[src/rtl/pc_fetch_ctrl_pkg.sv]
// Shared types and constants for the fetch sequencer.
// Optional misaligned-fetch check is enabled by defining PC_ALIGN_CHECK_EN.
package pc_fetch_ctrl_pkg;

   localparam int unsigned CPU_WIDTH  = 32;
   localparam int unsigned INST_WIDTH = 32;

   localparam logic [CPU_WIDTH-1:0] RESET_PC_DEFAULT = CPU_WIDTH'(0);
   localparam logic [CPU_WIDTH-1:0] PC_INCR          = CPU_WIDTH'(4);

   typedef enum logic [2:0] {
      ST_IDLE = 3'd0,
      ST_REQ  = 3'd1,
      ST_WAIT = 3'd2,
      ST_HOLD = 3'd3,
      ST_DROP = 3'd4
`ifdef PC_ALIGN_CHECK_EN
      ,
      ST_ERR  = 3'd5
`endif
   } fetch_state_e;

   // Instruction presented to decode, with the PC it was fetched from
   typedef struct packed {
      logic [CPU_WIDTH-1:0]  pc;
      logic [INST_WIDTH-1:0] data;
   } fetch_inst_t;

endpackage

[src/rtl/pc_fetch_ctrl_if.sv]
// Fetch-side bus: redirect inputs, imem request/response, decode handshake.
// master = fetch sequencer, slave = surrounding core / imem / decode.
interface pc_fetch_ctrl_if;
   import pc_fetch_ctrl_pkg::*;

   logic                  ena;
   logic [CPU_WIDTH-1:0]  curr_pc;
   logic                  trap_valid;
   logic [CPU_WIDTH-1:0]  trap_vec;
   logic                  br_taken;
   logic [CPU_WIDTH-1:0]  br_target;
   logic                  if_req_valid;
   logic                  if_req_ready;
   logic [CPU_WIDTH-1:0]  if_req_addr;
   logic                  if_rsp_valid;
   logic [INST_WIDTH-1:0] if_rsp_data;
   logic                  inst_valid;
   logic                  inst_ready;
   logic [INST_WIDTH-1:0] inst_data;
   logic [CPU_WIDTH-1:0]  inst_pc;
   logic                  fetch_misalign;

   modport master (
      output ena, curr_pc, if_req_valid, if_req_addr,
             inst_valid, inst_data, inst_pc, fetch_misalign,
      input  trap_valid, trap_vec, br_taken, br_target,
             if_req_ready, if_rsp_valid, if_rsp_data, inst_ready
   );

   modport slave (
      input  ena, curr_pc, if_req_valid, if_req_addr,
             inst_valid, inst_data, inst_pc, fetch_misalign,
      output trap_valid, trap_vec, br_taken, br_target,
             if_req_ready, if_rsp_valid, if_rsp_data, inst_ready
   );

endinterface

[src/rtl/pc_fetch_ctrl_pc_next_sel.sv]
// Next-PC priority mux: trap > branch/jump > sequential (+4) > hold.
module pc_fetch_ctrl_pc_next_sel
   import pc_fetch_ctrl_pkg::*;
(
   input  logic                 redir_en_i,
   input  logic                 trap_valid_i,
   input  logic [CPU_WIDTH-1:0] trap_vec_i,
   input  logic                 br_taken_i,
   input  logic [CPU_WIDTH-1:0] br_target_i,
   input  logic                 seq_adv_i,
   input  logic [CPU_WIDTH-1:0] curr_pc_i,
   output logic [CPU_WIDTH-1:0] next_pc_o,
   output logic                 redirect_o
);

   logic redirect;

   always_comb begin
      redirect  = redir_en_i & (trap_valid_i | br_taken_i);
      next_pc_o = curr_pc_i;
      if (redirect) begin
         next_pc_o = trap_valid_i ? trap_vec_i : br_target_i;
      end else if (seq_adv_i) begin
         next_pc_o = curr_pc_i + PC_INCR;
      end
      redirect_o = redirect;
   end

endmodule

[src/rtl/pc_fetch_ctrl.sv]
// Fetch sequencer: owns the PC, one outstanding imem fetch, drops stale responses.
// Define PC_ALIGN_CHECK_EN to trap misaligned fetch PCs into the ERR state.
module pc_fetch_ctrl
   import pc_fetch_ctrl_pkg::*;
#(
   parameter logic [CPU_WIDTH-1:0] RESET_PC = RESET_PC_DEFAULT
) (
   input logic              clk,
   input logic              rst_n,
   pc_fetch_ctrl_if.master  bus
);

   fetch_state_e         state_q, state_d;
   logic [CPU_WIDTH-1:0] pc_q, pc_d;
   logic                 ena_q;
   logic                 req_valid_q;
   logic                 inst_valid_q;
   fetch_inst_t          inst_q;
   logic                 redirect;
   logic                 seq_adv;

   assign seq_adv = (state_q == ST_HOLD) && bus.inst_ready;

   pc_fetch_ctrl_pc_next_sel u_next_sel (
      .redir_en_i   (state_q != ST_IDLE),
      .trap_valid_i (bus.trap_valid),
      .trap_vec_i   (bus.trap_vec),
      .br_taken_i   (bus.br_taken),
      .br_target_i  (bus.br_target),
      .seq_adv_i    (seq_adv),
      .curr_pc_i    (pc_q),
      .next_pc_o    (pc_d),
      .redirect_o   (redirect)
   );

   // Next state; a redirect always beats a same-cycle handshake
   always_comb begin
      state_d = state_q;
      case (state_q)
         ST_IDLE: state_d = ST_REQ;
         ST_REQ: begin
            if (bus.if_req_ready) state_d = redirect ? ST_DROP : ST_WAIT;
         end
         ST_WAIT: begin
            if (redirect)              state_d = bus.if_rsp_valid ? ST_REQ : ST_DROP;
            else if (bus.if_rsp_valid) state_d = ST_HOLD;
         end
         ST_HOLD: begin
            if (redirect || bus.inst_ready) state_d = ST_REQ;
         end
         // The stale response retires the outstanding fetch even if a redirect lands with it
         ST_DROP: begin
            if (bus.if_rsp_valid) state_d = ST_REQ;
         end
`ifdef PC_ALIGN_CHECK_EN
         ST_ERR: begin
            if (redirect) state_d = ST_REQ;
         end
`endif
         default: state_d = ST_IDLE;
      endcase
`ifdef PC_ALIGN_CHECK_EN
      // Checked on entry to REQ so a misaligned address is never put on the bus
      if ((state_d == ST_REQ) && (pc_d[1:0] != 2'b00)) state_d = ST_ERR;
`endif
   end

`ifdef PC_ALIGN_CHECK_EN
   logic misalign_q;
`endif

   always_ff @(posedge clk) begin
      if (!rst_n) begin
         state_q      <= ST_IDLE;
         pc_q         <= RESET_PC;
         ena_q        <= 1'b0;
         req_valid_q  <= 1'b0;
         inst_valid_q <= 1'b0;
         inst_q       <= '0;
`ifdef PC_ALIGN_CHECK_EN
         misalign_q   <= 1'b0;
`endif
      end else begin
         state_q      <= state_d;
         pc_q         <= pc_d;
         ena_q        <= 1'b1;
         req_valid_q  <= (state_d == ST_REQ);
         inst_valid_q <= (state_d == ST_HOLD);
         if ((state_q == ST_WAIT) && (state_d == ST_HOLD)) begin
            inst_q <= '{pc: pc_q, data: bus.if_rsp_data};
         end
`ifdef PC_ALIGN_CHECK_EN
         misalign_q <= (state_d == ST_ERR);
         if (state_d == ST_ERR) inst_q.pc <= pc_d;
`endif
      end
   end

   assign bus.ena          = ena_q;
   assign bus.curr_pc      = pc_q;
   assign bus.if_req_valid = req_valid_q;
   assign bus.if_req_addr  = pc_q;
   assign bus.inst_valid   = inst_valid_q;
   assign bus.inst_data    = inst_q.data;
   assign bus.inst_pc      = inst_q.pc;
`ifdef PC_ALIGN_CHECK_EN
   assign bus.fetch_misalign = misalign_q;
`else
   assign bus.fetch_misalign = 1'b0;
`endif

endmodule

[src/flat_wrapper.sv]
// flat-port wrapper written by rule: the top's interface ports become plain ports
module pc_fetch_ctrl_flat import pc_fetch_ctrl_pkg::*;
#(
   parameter logic [CPU_WIDTH-1:0] RESET_PC = RESET_PC_DEFAULT
)
  (clk, rst_n, bus_ena, bus_curr_pc, bus_if_req_valid, bus_if_req_addr, bus_inst_valid, bus_inst_data, bus_inst_pc, bus_fetch_misalign, bus_trap_valid, bus_trap_vec, bus_br_taken, bus_br_target, bus_if_req_ready, bus_if_rsp_valid, bus_if_rsp_data, bus_inst_ready);
  pc_fetch_ctrl_if bus_i ();
  input logic clk;
  input logic rst_n;
  output wire logic [$bits(bus_i.ena)-1:0] bus_ena;
  output wire logic [$bits(bus_i.curr_pc)-1:0] bus_curr_pc;
  output wire logic [$bits(bus_i.if_req_valid)-1:0] bus_if_req_valid;
  output wire logic [$bits(bus_i.if_req_addr)-1:0] bus_if_req_addr;
  output wire logic [$bits(bus_i.inst_valid)-1:0] bus_inst_valid;
  output wire logic [$bits(bus_i.inst_data)-1:0] bus_inst_data;
  output wire logic [$bits(bus_i.inst_pc)-1:0] bus_inst_pc;
  output wire logic [$bits(bus_i.fetch_misalign)-1:0] bus_fetch_misalign;
  input wire logic [$bits(bus_i.trap_valid)-1:0] bus_trap_valid;
  input wire logic [$bits(bus_i.trap_vec)-1:0] bus_trap_vec;
  input wire logic [$bits(bus_i.br_taken)-1:0] bus_br_taken;
  input wire logic [$bits(bus_i.br_target)-1:0] bus_br_target;
  input wire logic [$bits(bus_i.if_req_ready)-1:0] bus_if_req_ready;
  input wire logic [$bits(bus_i.if_rsp_valid)-1:0] bus_if_rsp_valid;
  input wire logic [$bits(bus_i.if_rsp_data)-1:0] bus_if_rsp_data;
  input wire logic [$bits(bus_i.inst_ready)-1:0] bus_inst_ready;
  assign bus_ena = bus_i.ena;
  assign bus_curr_pc = bus_i.curr_pc;
  assign bus_if_req_valid = bus_i.if_req_valid;
  assign bus_if_req_addr = bus_i.if_req_addr;
  assign bus_inst_valid = bus_i.inst_valid;
  assign bus_inst_data = bus_i.inst_data;
  assign bus_inst_pc = bus_i.inst_pc;
  assign bus_fetch_misalign = bus_i.fetch_misalign;
  assign bus_i.trap_valid = bus_trap_valid;
  assign bus_i.trap_vec = bus_trap_vec;
  assign bus_i.br_taken = bus_br_taken;
  assign bus_i.br_target = bus_br_target;
  assign bus_i.if_req_ready = bus_if_req_ready;
  assign bus_i.if_rsp_valid = bus_if_rsp_valid;
  assign bus_i.if_rsp_data = bus_if_rsp_data;
  assign bus_i.inst_ready = bus_inst_ready;
  pc_fetch_ctrl #(.RESET_PC(RESET_PC)) u_core (.clk(clk), .rst_n(rst_n), .bus(bus_i));
endmodule
[config.mk]
export PLATFORM = sky130hd
export DESIGN_NAME = pc_fetch_ctrl_flat
export DESIGN_NICKNAME = d
export VERILOG_FILES = /design/src/rtl/pc_fetch_ctrl_pkg.sv /design/src/rtl/pc_fetch_ctrl_if.sv /design/src/rtl/pc_fetch_ctrl_pc_next_sel.sv /design/src/rtl/pc_fetch_ctrl.sv /design/src/flat_wrapper.sv
export SDC_FILE = /design/constraint.sdc
export NUM_CORES = 1
export LEC_CHECK = 0
export ABC_AREA = 1
export CORE_ASPECT_RATIO = 1.5
export CORE_MARGIN = 4
export CORE_UTILIZATION = 59
export DETAILED_ROUTE_END_ITERATION = 12
export DONT_BUFFER_PORTS = 1
export PLACE_DENSITY = 0.77
export SYNTH_ARGS = -nofsm -noshare
export SYNTH_HDL_FRONTEND = slang
export SYNTH_SLANG_ARGS = --single-unit
export TNS_END_PERCENT = 1
[constraint.sdc]
create_clock -name clk -period 2 [get_ports clk]
set_clock_uncertainty 0.2 [all_clocks]
set_input_delay 0.4 -clock clk [delete_from_list [all_inputs] [get_ports clk]]
set_output_delay 0.4 -clock clk [all_outputs]
set_load 0.01 [all_outputs]
==> results.md <==
- Hold Path Class: input port to flip-flop
- Post-Route Setup TNS: 0 ns
- Outcome: completed
- Area post-placement: 5520 um2
- Clk sink count: 102
- Critical path arrival: 1.97 ns
- Initial Util: 61.4%
- Die area: 10900 um2
- Routed wire length: 16500 um
- DR iter-0 viols: 253
- Cell Pwr Density: 1070 nW/um2
- Synth area leader: dfxtp_1
- Period utilization: 95.0%
- Clock transition at path regs: 0.07 ns
- Slowest cell on crit path: dlygate4sd3_1
- CTS HTree Levels: 3
- Cells after Synth: 818
- Final ANT Viol Nets: 0
- Row cnt: 42
- Worst Hold Slack: 0.00938 ns
- Crit path time final: 1.90 ns
- Top cell type's share of synthesized area: 37.2%
- Worst slew margin: 36.6%
- Vias after detailed routing: 5339
- Lkg Pwr: 0.00227 uW
- Clk_lat worst skew: 0.35 ns
- Die Span X: 86.7 um
- CTS buffer count: 9
- Main flop type after synthesis: dfxtp_1
- Max Slew Vio Count: 0
- Cell area after synthesis: 5480 um2
- Count of final setup violators: 0
- Final Hold Vio Count: 0
- Ys async rst share: 0%
- DP Cell Count: 898
- Share of layout cells above drive strength 1: 10.5%
- VDD IR-drop max: 675 uV
- Seq/Total Area, Yosys: 37.2%
- CP peak stage delay: 1.16 ns
- Routability cong.: 0.959
- Via-per-instance ratio: 5.83
- Global-route total usage across every layer: 29.2%
- Required @ worst endpoint: 2.07 ns
- Clock buffer depth: 2
- CP Class: input port to flip-flop
- Worst R2R Path Depth: 7
- Dpl hpwl: 12400 um
- Syn_area_per_cell: 6.70 um2
- Antenna Cells: 0
- Port bufs: 0
- Nets: 905
- Final core utilization: 65.9%
- Routed len/inst: 18.0 um
- Vias in the first global route: 5190
- Area contributors post-synth: dfxtp_1 37%, nand2_1 14%, nand3_1 8.3%
- Number of flops mapped to enable cells by yosys: 0
- WHS Path Cells: 2
- # Post-CTS Setup Buffers: 0
- Max FO, Critical Path: 24
- Area Growth Syn to Fin: 7.39%
- Initial antenna violation count: 0
- Synth warn: 0
- First-pass GRT wire length: 25300 um
- Largest net degree at the start of global routing: 72
- Post-synthesis register bit count: 102
- Grt total ovfl: 0
- Io pins: 235
- Maxcap violations: 0
- Fill cells: 817
- Netlist cell types: 35
- Detailed Routing Iterations Pass 1: 5
- Remaining routing DRC violations: 0
- Root buffer cell: clkbuf_16
- Fin area: 5890 um2
- Core area: 8930 um2
- Worst Tran Pin Value: 0.948 ns
- Worst setup SP type: input port
- Critical path cell sequence: dlygate4sd3_1 > o21ai_0 > a31oi_1
- CP Capture Type: flip-flop
- RSZ-0062 raised after global routing: no
- Die Y: 126 um
- Syn Nets: 922
- Layout Cells excl Fill: 916
- FMAX: 0.526 GHz
- CTS tree: built
[worst paths after layout]
check / endpoint / slack (ns) / start
worst max-delay path: u_core.bus.curr_pc[10] / 0.1 / rst_n
worst min-delay path: u_core.bus.curr_pc[0] / 0.009 / rst_n
worst max register to register: u_core.bus.curr_pc[19] / 0.12 / u_core.bus.curr_pc[4]
worst min register to register: u_core.bus.inst_data[0] / 0.31 / u_core.bus.inst_data[0]
[logic make-up (layout without fill, tap and decap cells)]
logic type / Yosys count / in the layout / share of synthesized area (%)
fa+ha+maj: 1 / 1 / 0.228
other cells: 1 / 1 / 0.0684
simple gates: 422 / 422 / 32.1
xor+xnor: 8 / 8 / 1.28
flops: 102 / 102 / 37.2
buf+inv: 127 / 115 / 13.4
compound gates: 157 / 157 / 15.7
[cell usage after synthesis, types with 2 or more instances]
cell      number
nand2_1      211
dfxtp_1      102
nor2_1       102
nand3_1       91
a21oi_1       89
inv_1         41
buf_4         37
o21ai_0       35
clkbuf_1      19
o31ai_1       15
buf_6         14
buf_2         10
xor2_1         7
a31oi_1        6
o211ai_1       6
inv_2          5
nand2_2        5
nand4_1        4
nand2_4        2
or2_2          2
[flip-flops by register name, summed over array words and instances, names as in the netlist]
register                 cells
u_core.bus.curr_pc          32
u_core.bus.ena               1
u_core.bus.if_req_valid      1
u_core.bus.inst_data        32
u_core.bus.inst_pc          32
u_core.bus.inst_valid        1
u_core.state_q               3
[per-stage QoR]
stage | setup WS, ns | total power [uW]
CTS | 0.130 | 6350
detailed placement | 0.191 | 4330
global placement | 0.202 | 4280
floorplan | 0.256 | 3860
global route | 0.0148 | 6630
finish | 0.100 | 6310
[routing by layer]
metal	vias to the layer above	wire, um	GRT usage (%)
met3	49	1350	7.97
li1	2607	-	-
met4	0	674	14.2
met5	-	0	0
met2	241	8910	54.1
met1	2442	5510	29.1
[cell type report]
cell class / count / area [um2] / area share (%)
inverters: 46 / 173 / 2.93
well taps: 110 / 138 / 2.34
multi-input cells: 589 / 2710 / 46.0
flip-flops and latches: 102 / 2040 / 34.7
clock inverters: 6 / 118 / 2.00
repair buffers: 53 / 478 / 8.12
clock buffers: 10 / 229 / 3.89
[layout by cell type, fill, tap and decap left out, types with 3 or more instances in the layout]
cell type,count
dfxtp_1,102
inv_1,41
clkbuf_16,9
nor2_2,3
nor2_1,100
o31ai_1,15
nand2_1,211
nand4_1,4
a21oi_1,89
buf_4,45
o211ai_1,6
o21ai_0,35
xor2_1,7
a31oi_1,6
buf_12,6
inv_2,5
nand3_1,91
nand2_2,5
bufinv_16,3
[worst max-delay path: cells and delay by family]
family / cells / cell delay [ns]
buffers and inverters: 1 / 1.16
AO/OA/AOI/OAI: 2 / 0.41
[power by group]
| part | total [uW] | internal (uW) | switching [uW] |
|---|---|---|---|
| Sequential | 2500 | 2230 | 275 |
| Combinational | 1790 | 614 | 1170 |
| Clock | 2030 | 1240 | 789 |
| Total | 6310 | 4080 | 2230 |
[timing repair]
action	in CTS	in global routing
endpoints found under the setup margin	0	4
hold buffers	2	0
gates resized for setup	0	2
hold endpoints to repair	24	0
(Power assumes the default switching activity.)
